## config.mk

```make
export PLATFORM = sky130hd
export DESIGN_NAME = fifo_uart_tx
export DESIGN_NICKNAME = d
export VERILOG_FILES = /design/src/rtl/fifo_uart_tx.sv
export SDC_FILE = /design/constraint.sdc
export NUM_CORES = 1
export LEC_CHECK = 0
export CAP_MARGIN = 5
export CORE_MARGIN = 1.5
export CORE_UTILIZATION = 40
export CTS_CLUSTER_SIZE = 24
export DETAILED_ROUTE_END_ITERATION = 12
export GPL_ROUTABILITY_DRIVEN = 0
export GPL_TIMING_DRIVEN = 0
export SLEW_MARGIN = 5
export SYNTH_ARGS = -nofsm -noshare
export SYNTH_HDL_FRONTEND = slang
export SYNTH_SLANG_ARGS = --single-unit
```

## constraint.sdc

```tcl
create_clock -name Clk -period 3.6 [get_ports Clk]
set_input_delay 0.54 -clock Clk [delete_from_list [all_inputs] [get_ports Clk]]
set_output_delay 0.54 -clock Clk [all_outputs]
set_load 0.05 [all_outputs]
```

## src/rtl/fifo_uart_tx.sv

```systemverilog
// FIFO drain stage: pops one byte per frame from a circular FIFO and
// serialises it as start, 8 data bits LSB first, optional even parity, stop.
module fifo_uart_tx #(
   parameter int CLKS_PER_BIT = 16,
   parameter int PARITY       = 0
) (
   input  logic       Clk,
   input  logic       Rst_n,
   input  logic       En,
   input  logic       Empty,
   input  logic [7:0] Fifo_IO,
   output logic       Fifo_E,
   output logic       Fifo_RW,
   output logic       Fifo_RW1,
   output logic       Tx,
   output logic       Busy,
   output logic       Tx_done
);

   typedef enum logic [2:0] {S_IDLE, S_POP, S_START, S_DATA, S_PAR, S_STOP} state_t;

   localparam logic [9:0] LAST = 10'(CLKS_PER_BIT - 1);

   state_t     state_q, state_d;
   logic [9:0] cnt_q, cnt_d;
   logic [2:0] idx_q, idx_d;
   logic [7:0] sh_q, sh_d;
   logic       par_q, par_d;
   logic       bit_end;

   assign bit_end = (cnt_q == LAST);

   always_ff @(posedge Clk or negedge Rst_n) begin
      if (!Rst_n) begin
         state_q <= S_IDLE;
         cnt_q   <= '0;
         idx_q   <= '0;
         sh_q    <= '0;
         par_q   <= 1'b0;
      end else begin
         state_q <= state_d;
         cnt_q   <= cnt_d;
         idx_q   <= idx_d;
         sh_q    <= sh_d;
         par_q   <= par_d;
      end
   end

   // Counter wraps to 0 at each bit end, which is also every state entry.
   always_comb begin
      state_d = state_q;
      cnt_d   = bit_end ? 10'd0 : cnt_q + 10'd1;
      idx_d   = idx_q;
      sh_d    = sh_q;
      par_d   = par_q;
      case (state_q)
         S_IDLE: begin
            cnt_d = '0;
            if (En && !Empty) state_d = S_POP;
         end
         S_POP: begin
            cnt_d   = '0;
            sh_d    = Fifo_IO;
            par_d   = ^Fifo_IO;
            state_d = S_START;
         end
         S_START: begin
            if (bit_end) begin
               state_d = S_DATA;
               idx_d   = '0;
            end
         end
         S_DATA: begin
            if (bit_end) begin
               sh_d  = {1'b0, sh_q[7:1]};
               idx_d = idx_q + 3'd1;
               if (idx_q == 3'd7) state_d = (PARITY != 0) ? S_PAR : S_STOP;
            end
         end
         S_PAR: begin
            if (bit_end) state_d = S_STOP;
         end
         S_STOP: begin
            if (bit_end) state_d = (En && !Empty) ? S_POP : S_IDLE;
         end
         default: state_d = S_IDLE;
      endcase
   end

   always_comb begin
      Tx       = 1'b1;
      Busy     = 1'b1;
      Tx_done  = 1'b0;
      Fifo_E   = 1'b0;
      Fifo_RW  = 1'b1;
      Fifo_RW1 = 1'b0;
      case (state_q)
         S_IDLE:  Busy = 1'b0;
         S_POP: begin
            Fifo_E   = 1'b1;
            Fifo_RW  = 1'b0;
            Fifo_RW1 = 1'b1;
         end
         S_START: Tx = 1'b0;
         S_DATA:  Tx = sh_q[0];
         S_PAR:   Tx = par_q;
         S_STOP:  Tx_done = bit_end;
         default: Busy = 1'b0;
      endcase
   end

endmodule

```

==> impl_results.md, run 1 <==
* Hold Path Sink: cnt_q[0]
* Reg-to-reg startpoint: cnt_q[7]
* DRC viols at 0
* Die Footprint at 3670 µm²
* Min-Delay Path Depth at 1
* YS warnings at 0
* Crit path arrival time at 2.87 ns
* Initial core utilization at 42.7%
* Min-Delay Path Class: flip-flop to flip-flop
* Most frequent cells in the layout: dfrtp_1 (25), clkdlybuf4s50_1 (17), mux2_2 (15), nor2_1 (11), xnor2_1 (9)
* Max Clk Rate at 293 MHz
* DPL Wire Length at 1760 µm
* Hold_buf cts at 0
* Final ANT Viol Nets at 0
* Slew @ Worst Pin at 1.12 ns
* Clk buf depth at 2
* Num CTS Buffers at 3
* Reg2reg setup slack at 1.27 ns
* Slack of the critical path at 0.185 ns
* Worst setup SP type: flip-flop
* Area grow syn2layout at 19.7%
* CP endpoint kind: output pin
* Dpl ws at 0.421 ns
* Mux cell area share after synthesis at 12.7%
* Fin. Hold Viols at 0
* Cell area after synthesis at 1330 µm²
* DR vias at 934
* Share of cells above drive strength 1 at 18.9%
* Nets at 159
* Power density over cell area at 593 nW/µm²
* Crit path from: cnt_q[7]
* Antenna Cells at 0
* Max-Cap Viols at 0
* First-pass GRT wire length at 3970 µm
* Vias per cell at 4.99
* Post-Synth Adder-Cell Area at 2.83%
* I/O pins at 18
* Complex-gate fraction of the synthesized area at 8.11%
* Rows at 20
* Clock Sinks at 25
* Largest family of logic cells by synthesized area: simple AND/OR/NAND/NOR gates
* Mapped Nets at 137
* Core Box Area at 3100 µm²
* Count of input and output buffers at 17
* Avg Cell Area, Syn at 10.9 µm²
* Worst skew pair latency at 0.33 ns
* Area of the multi-input gates at 679 µm²
* Die Width at 60.6 µm
* Dpl cells at 183
* Slew HR at 24.9%
* Unrepaired setup endpoints after global routing: false
* Vias in the first global route at 860
* Initial antenna violation count at 0
* Post-synthesis xor/xnor area fraction at 9.25%
* Setup Skew at 0.00879 ns
* Initial DRC count at 21
* Commonest non-fill, non-tap cell in the layout: dfrtp_1
* Fin crit share at 94.8%
* Hold Path Origin: cnt_q[0]
* Sequential cell area at 626 µm²
* LEAKAGE at 0.000682 µW
* Design area at 1590 µm²
* FF-to-FF End: sh_q[3]
* Filler instances at 319
* CTS tree: done
* Finish-stage setup viols at 0
* Overall Global Routing Usage at 14.5%
* Final core occ at 51.2%
* Setup tns final at 0 ns
* Register area share after synthesis at 47.2%
* Placed cell area at 1550 µm²
* Final std cells w/o fill at 187
* Minimum clock period at 3.41 ns
* Post-synthesis simple-gate area fraction at 17.6%
* Die height at 60.6 µm
* DR WL/cell at 13.1 µm
* H-tree depth at 1
* Worst path required time at 3.06 ns
* Worst VDD drop at 0.399 mV
* Clock transition at the registers of the reported paths at 0.14 ns
* Crit path max fanout at 6
* DRT Pass-1 Iters at 4
* Synth cell types at 29
* Post-Synthesis Cells at 122
* Worst r2r path cells at 4
* Final Max Slew Viols at 0
* Pin count of the biggest net entering global routing at 26
* Setup Crit Path Kind: flip-flop to output pin
* WL final at 2440 µm
* Yosys reg bits at 25
* Grt ovf at 0
* Status: finished clean
* CTS root buf: clkbuf_4
[critical path, stage by stage, from the launching register on]
cell and delay, ns:
dfrtp_1 0.45, or4_4 0.58, nor4_4 0.36, and2_1 0.21
nor2b_1 0.14, clkdlybuf4s50_1 0.81
[power breakdown]
| part | total, µW | internal [µW] | switching [µW] |
|---|---|---|---|
| Clock | 131 | 41.8 | 89.3 |
| Combinational | 375 | 199 | 176 |
| Sequential | 436 | 373 | 63.3 |
| Total | 942 | 613 | 328 |
[how the worst max path moves through the flow]
stage          cells past startpoint       to  slack (ns)
2_1_floorplan                      4  Tx_done        0.80
3_3_place_gp                       5  Tx_done        0.44
3_5_place_dp                       5  Tx_done        0.42
4_1_cts                            5  Tx_done        0.04
5_1_grt                            5  Tx_done        0.05
6_report                           5  Tx_done        0.19
[routing by layer]
metal  global-route usage [%]  vias up  routed length [µm]
li1                         -      475                   -
met1                     19.7      441                1210
met2                     23.3       16                1130
met3                     4.48        2                  94
met4                     2.80        0                  10
met5                        0        -                   0
[cell families (layout without fill, tap and decap cells)]
family,Yosys count,in the layout
AOI/OAI and AO/OA,15,15
xor gates and xnor gates,14,14
buffers and inverters,7,28
muxes,15,15
adders and majority gates,3,3
and+or+nand+nor,43,43
DFF,25,25
[synth_stat cells]
library cell   n  area [µm²]
nand2_1        7        26.3
and2_1         1        6.26
clkbuf_1       3        11.3
a31oi_1        1        6.26
nor3_1         3        15.0
buf_4          1        7.51
nor4_2         1        12.5
o221a_2        1        11.3
and3_1         2        12.5
or3_1          1        6.26
or4_4          2        22.5
o21ai_0        5        25.0
mux2_2        15         169
o21ai_1        1        5.00
and4_1         1        8.76
xnor2_1        9        78.8
a311oi_1       1        8.76
xor2_1         5        43.8
nand4_1        5        31.3
a21oi_1        3        15.0
dfrtp_1       25         626
nor2b_1        3        18.8
nand3_1        4        20.0
ha_1           3        37.5
nor2_1        11        41.3
nand2b_1       2        12.5
o21ai_4        1        16.3
inv_1          3        11.3
a21bo_2        2        20.0
[cell type report]
type,count,share of cell area [%]
Clock inverter,1,0.315
Sequential cell,25,39.4
Timing Repair Buffer,17,10.7
Inverter,3,0.709
Multi-Input combinational cell,90,42.8
Clock buffer,3,1.42
Tap cell,44,3.47
Buffer,4,1.18
[sequential cells by signal (all words and copies together) (netlist names)]
register / flops
state_q: 3
par_q: 1
cnt_q: 10
idx_q: 3
sh_q: 8
[metrics by stage]
stage | total power (µW) | hold WS, ns
after detailed placement | 814 | 0.456
after global routing | 1000 | 0.489
after CTS | 949 | 0.475
after global placement | 800 | 0.442
after floorplan | 721 | 0.244
final | 942 | 0.470
[what timing repair did]
item / in CTS / in global routing
resized for setup: 0 / 1
setup endpoints to repair: 0 / 1
buffers inserted: 0 / 0
Note: power is estimated with default switching activity, not from simulation.
==> run 2: changes to the inputs <==
--- a/config.mk
+++ b/config.mk
@@ -7,11 +7,12 @@
 export LEC_CHECK = 0
 export CAP_MARGIN = 5
 export CORE_MARGIN = 1.5
-export CORE_UTILIZATION = 40
+export CORE_UTILIZATION = 57
 export CTS_CLUSTER_SIZE = 24
 export DETAILED_ROUTE_END_ITERATION = 12
 export GPL_ROUTABILITY_DRIVEN = 0
 export GPL_TIMING_DRIVEN = 0
+export PLACE_DENSITY = 0.82
 export SLEW_MARGIN = 5
 export SYNTH_ARGS = -nofsm -noshare
 export SYNTH_HDL_FRONTEND = slang
==> run 2 against run 1 <==
  * Register-to-register slack about the same
  * Wire length up 2.5%
  * Sequential share of layout area up 0.69 points
  * Count of clock-buffer cells in the layout up 1
  * Setup slack better by 0.23 ns
  * Sequential cell count unchanged
  * Via count up 4.3%
  * Clock skew up 0.0035 ns
  * Fmax up 7.2%
  * Clock power down 6%
  * Critical path type unchanged
  * Largest cell class unchanged
  * Largest power group unchanged
==> impl_results.md, run 2 (synthesis results as in run 1) <==
* Levels on crit path at 5 (unchanged)
* Num CTS Buffers at 3 (unchanged)
* CTS tree: done
* Clock Sinks at 25 (unchanged)
* Final Max Slew Viols at 0 (unchanged)
* Worst setup SP type: flip-flop
* Reg2reg setup slack at 1.28 ns (about the same)
* Worst path required time at 3.06 ns (about the same)
* DPL Wire Length at 1930 µm (+10%)
* Initial core utilization at 60.0% (+17 points)
* Min-Delay Path Class: flip-flop to flip-flop
* Status: finished clean
* Largest stage delay, worst path at 0.57 ns (-0.24 ns)
* CP Buf/Inv Count at 1 (unchanged)
* Fin. Hold Viols at 0 (unchanged)
* Clock transition at the registers of the reported paths at 0.12 ns (-0.02 ns)
* Share of cells above drive strength 1 at 18.2% (-0.70 points)
* Setup Crit Path Kind: flip-flop to output pin
* Vias per cell at 5.70 (+14%)
* Slew HR at 28.1% (+3.2 points)
* Max-Cap Viols at 0 (unchanged)
* CP max-delay cell: or4_4
* Final Power at 938 µW (-0.39%)
* Setup tns final at 0 ns (unchanged)
* Area grow syn2layout at 17.6%
* CTS root buf: clkbuf_4
* Pin count of the biggest net entering global routing at 26 (unchanged)
* LEAKAGE at 0.000698 µW (+2.2%)
* I/O pins at 18 (unchanged)
* Crit-path leading delay family: simple AND/OR/NAND/NOR gates
* Die Width at 51.2 µm (-15%)
* CP endpoint kind: output pin
* Die height at 51.2 µm (-15%)
* Count of input and output buffers at 17 (unchanged)
* Worst-path cell chain: or4_4 > nor4_2 > and2_1 > nor2b_1 > dlymetal6s2s_1
* Dpl cells at 167 (-8.7%)
* Final std cells w/o fill at 171 (-8.6%)
* Overall Global Routing Usage at 22.6% (+8.1 points)
* Minimum clock period at 3.18 ns (-0.230 ns)
* Antenna Cells at 0 (unchanged)
* Crit path arrival time at 2.64 ns (-0.23 ns)
* Slew @ Worst Pin at 1.08 ns (-0.0478 ns)
* Regs by FF count: cnt_q x10, sh_q x8
* Most frequent cells in the layout: dfrtp_1 (25), clkdlybuf4s50_1 (16), mux2_2 (15), nor2_1 (11), xnor2_1 (9)
* First-pass GRT wire length at 4280 µm (+7.6%)
* Setup Skew at 0.0122 ns (+0.00345 ns)
* WL final at 2500 µm (+2.5%)
* Rows at 17 (-15%)
* DR WL/cell at 14.6 µm (+12%)
* Crit path max fanout at 6 (unchanged)
* Power density over cell area at 601 nW/µm² (+1.4%)
* Hold Path Sink: cnt_q[0]
* Initial DRC count at 26 (+24%)
* Hold_buf cts at 0 (unchanged)
* DR vias at 974 (+4.3%)
* Clk buf depth at 2 (unchanged)
* Nets at 159 (unchanged)
* Design area at 1560 µm² (-1.7%)
* Die Footprint at 2630 µm² (-28%)
* Commonest non-fill, non-tap cell in the layout: dfrtp_1
* Finish-stage setup viols at 0 (unchanged)
* Placed cell area at 1530 µm² (-1.3%)
* Final ANT Viol Nets at 0 (unchanged)
* DRT Pass-1 Iters at 4 (unchanged)
* Worst r2r path cells at 4 (unchanged)
* DRC viols at 0 (unchanged)
* Biggest register: cnt_q
* Vias in the first global route at 975 (+13%)
* Fin crit share at 88.5% (-6.4 points)
* Grt ovf at 0 (unchanged)
* FF-to-FF End: sh_q[3]
* Min-Delay Path Depth at 1 (unchanged)
* Largest register FFs at 10 (unchanged)
* Max Clk Rate at 314 MHz (+7.2%)
* Filler instances at 170 (-47%)
* H-tree depth at 1 (unchanged)
* Hold Path Origin: cnt_q[0]
* Reg-to-reg startpoint: cnt_q[7]
* Unrepaired setup endpoints after global routing: false
* Worst skew pair latency at 0.32 ns (about the same)
* Initial antenna violation count at 0 (unchanged)
* Core Box Area at 2210 µm² (-29%)
* Worst VDD drop at 0.506 mV (+27%)
## run 2: cell count changes in the layout (fill, tap and decap cells not counted), sizes merged
cell,delta
clkbuf,+1
clkdlybuf4s50,-1
clkinv,-1
dlymetal6s2s,+1
## run 2: through the flow
stage	hold WS (ns)	worst slack [ns]	util, %
2_1_floorplan	0.244	0.802	-
3_3_place_gp	0.442	0.477	69.2
3_5_place_dp	0.457	0.372	69.2
4_1_cts	0.474	0.00481	70.4
5_1_grt	0.501	0.280	70.5
6_report	0.474	0.416	70.5
## run 2: worst max path at each step
stage	startpoint	slack, ns	to
final	cnt_q[7]	0.42	Tx_done
after CTS	cnt_q[7]	0.005	Tx_done
after floorplan	cnt_q[7]	0.80	Tx_done
after detailed placement	cnt_q[7]	0.37	Tx_done
after global routing	state_q[1]	0.28	Fifo_RW1
after global placement	cnt_q[7]	0.48	Tx_done
## run 2: worst reg2reg max path: stages (launching register included)
cell and delay [ns]:
dfrtp_1 0.44, or4_4 0.57, or4_4 0.54, o21ai_4 0.29
mux2_2 0.38
## run 2: layer usage
metal	share of wire, %	vias up	track usage [%]
met4	2.0	0	10.5
met2	52	24	37.9
met5	0	-	0
li1	-	475	-
met1	42	470	27.5
met3	3.6	5	5.56
## run 2: cell type report
type	count	area (µm²)	share of cell area [%]
inverter	3	11.3	0.722
multi-input combinational	90	671	43.0
buffer	4	18.8	1.20
sequential	25	626	40.1
timing repair buffer	17	173	11.1
tap	28	35.0	2.25
clock buffer	4	26.3	1.68
## run 2: what timing repair did
action	in CTS	in global routing
setup endpoints to repair	0	1
buffers inserted	0	0
resized for setup	0	1
## run 2: report_power, final
part | total (µW) | internal [µW] | switching (µW) | leakage, µW
Sequential | 438 | 373 | 65.3 | 0.000315
Clock | 123 | 43.4 | 80.1 | 0.0000150
Combinational | 377 | 198 | 178 | 0.000367
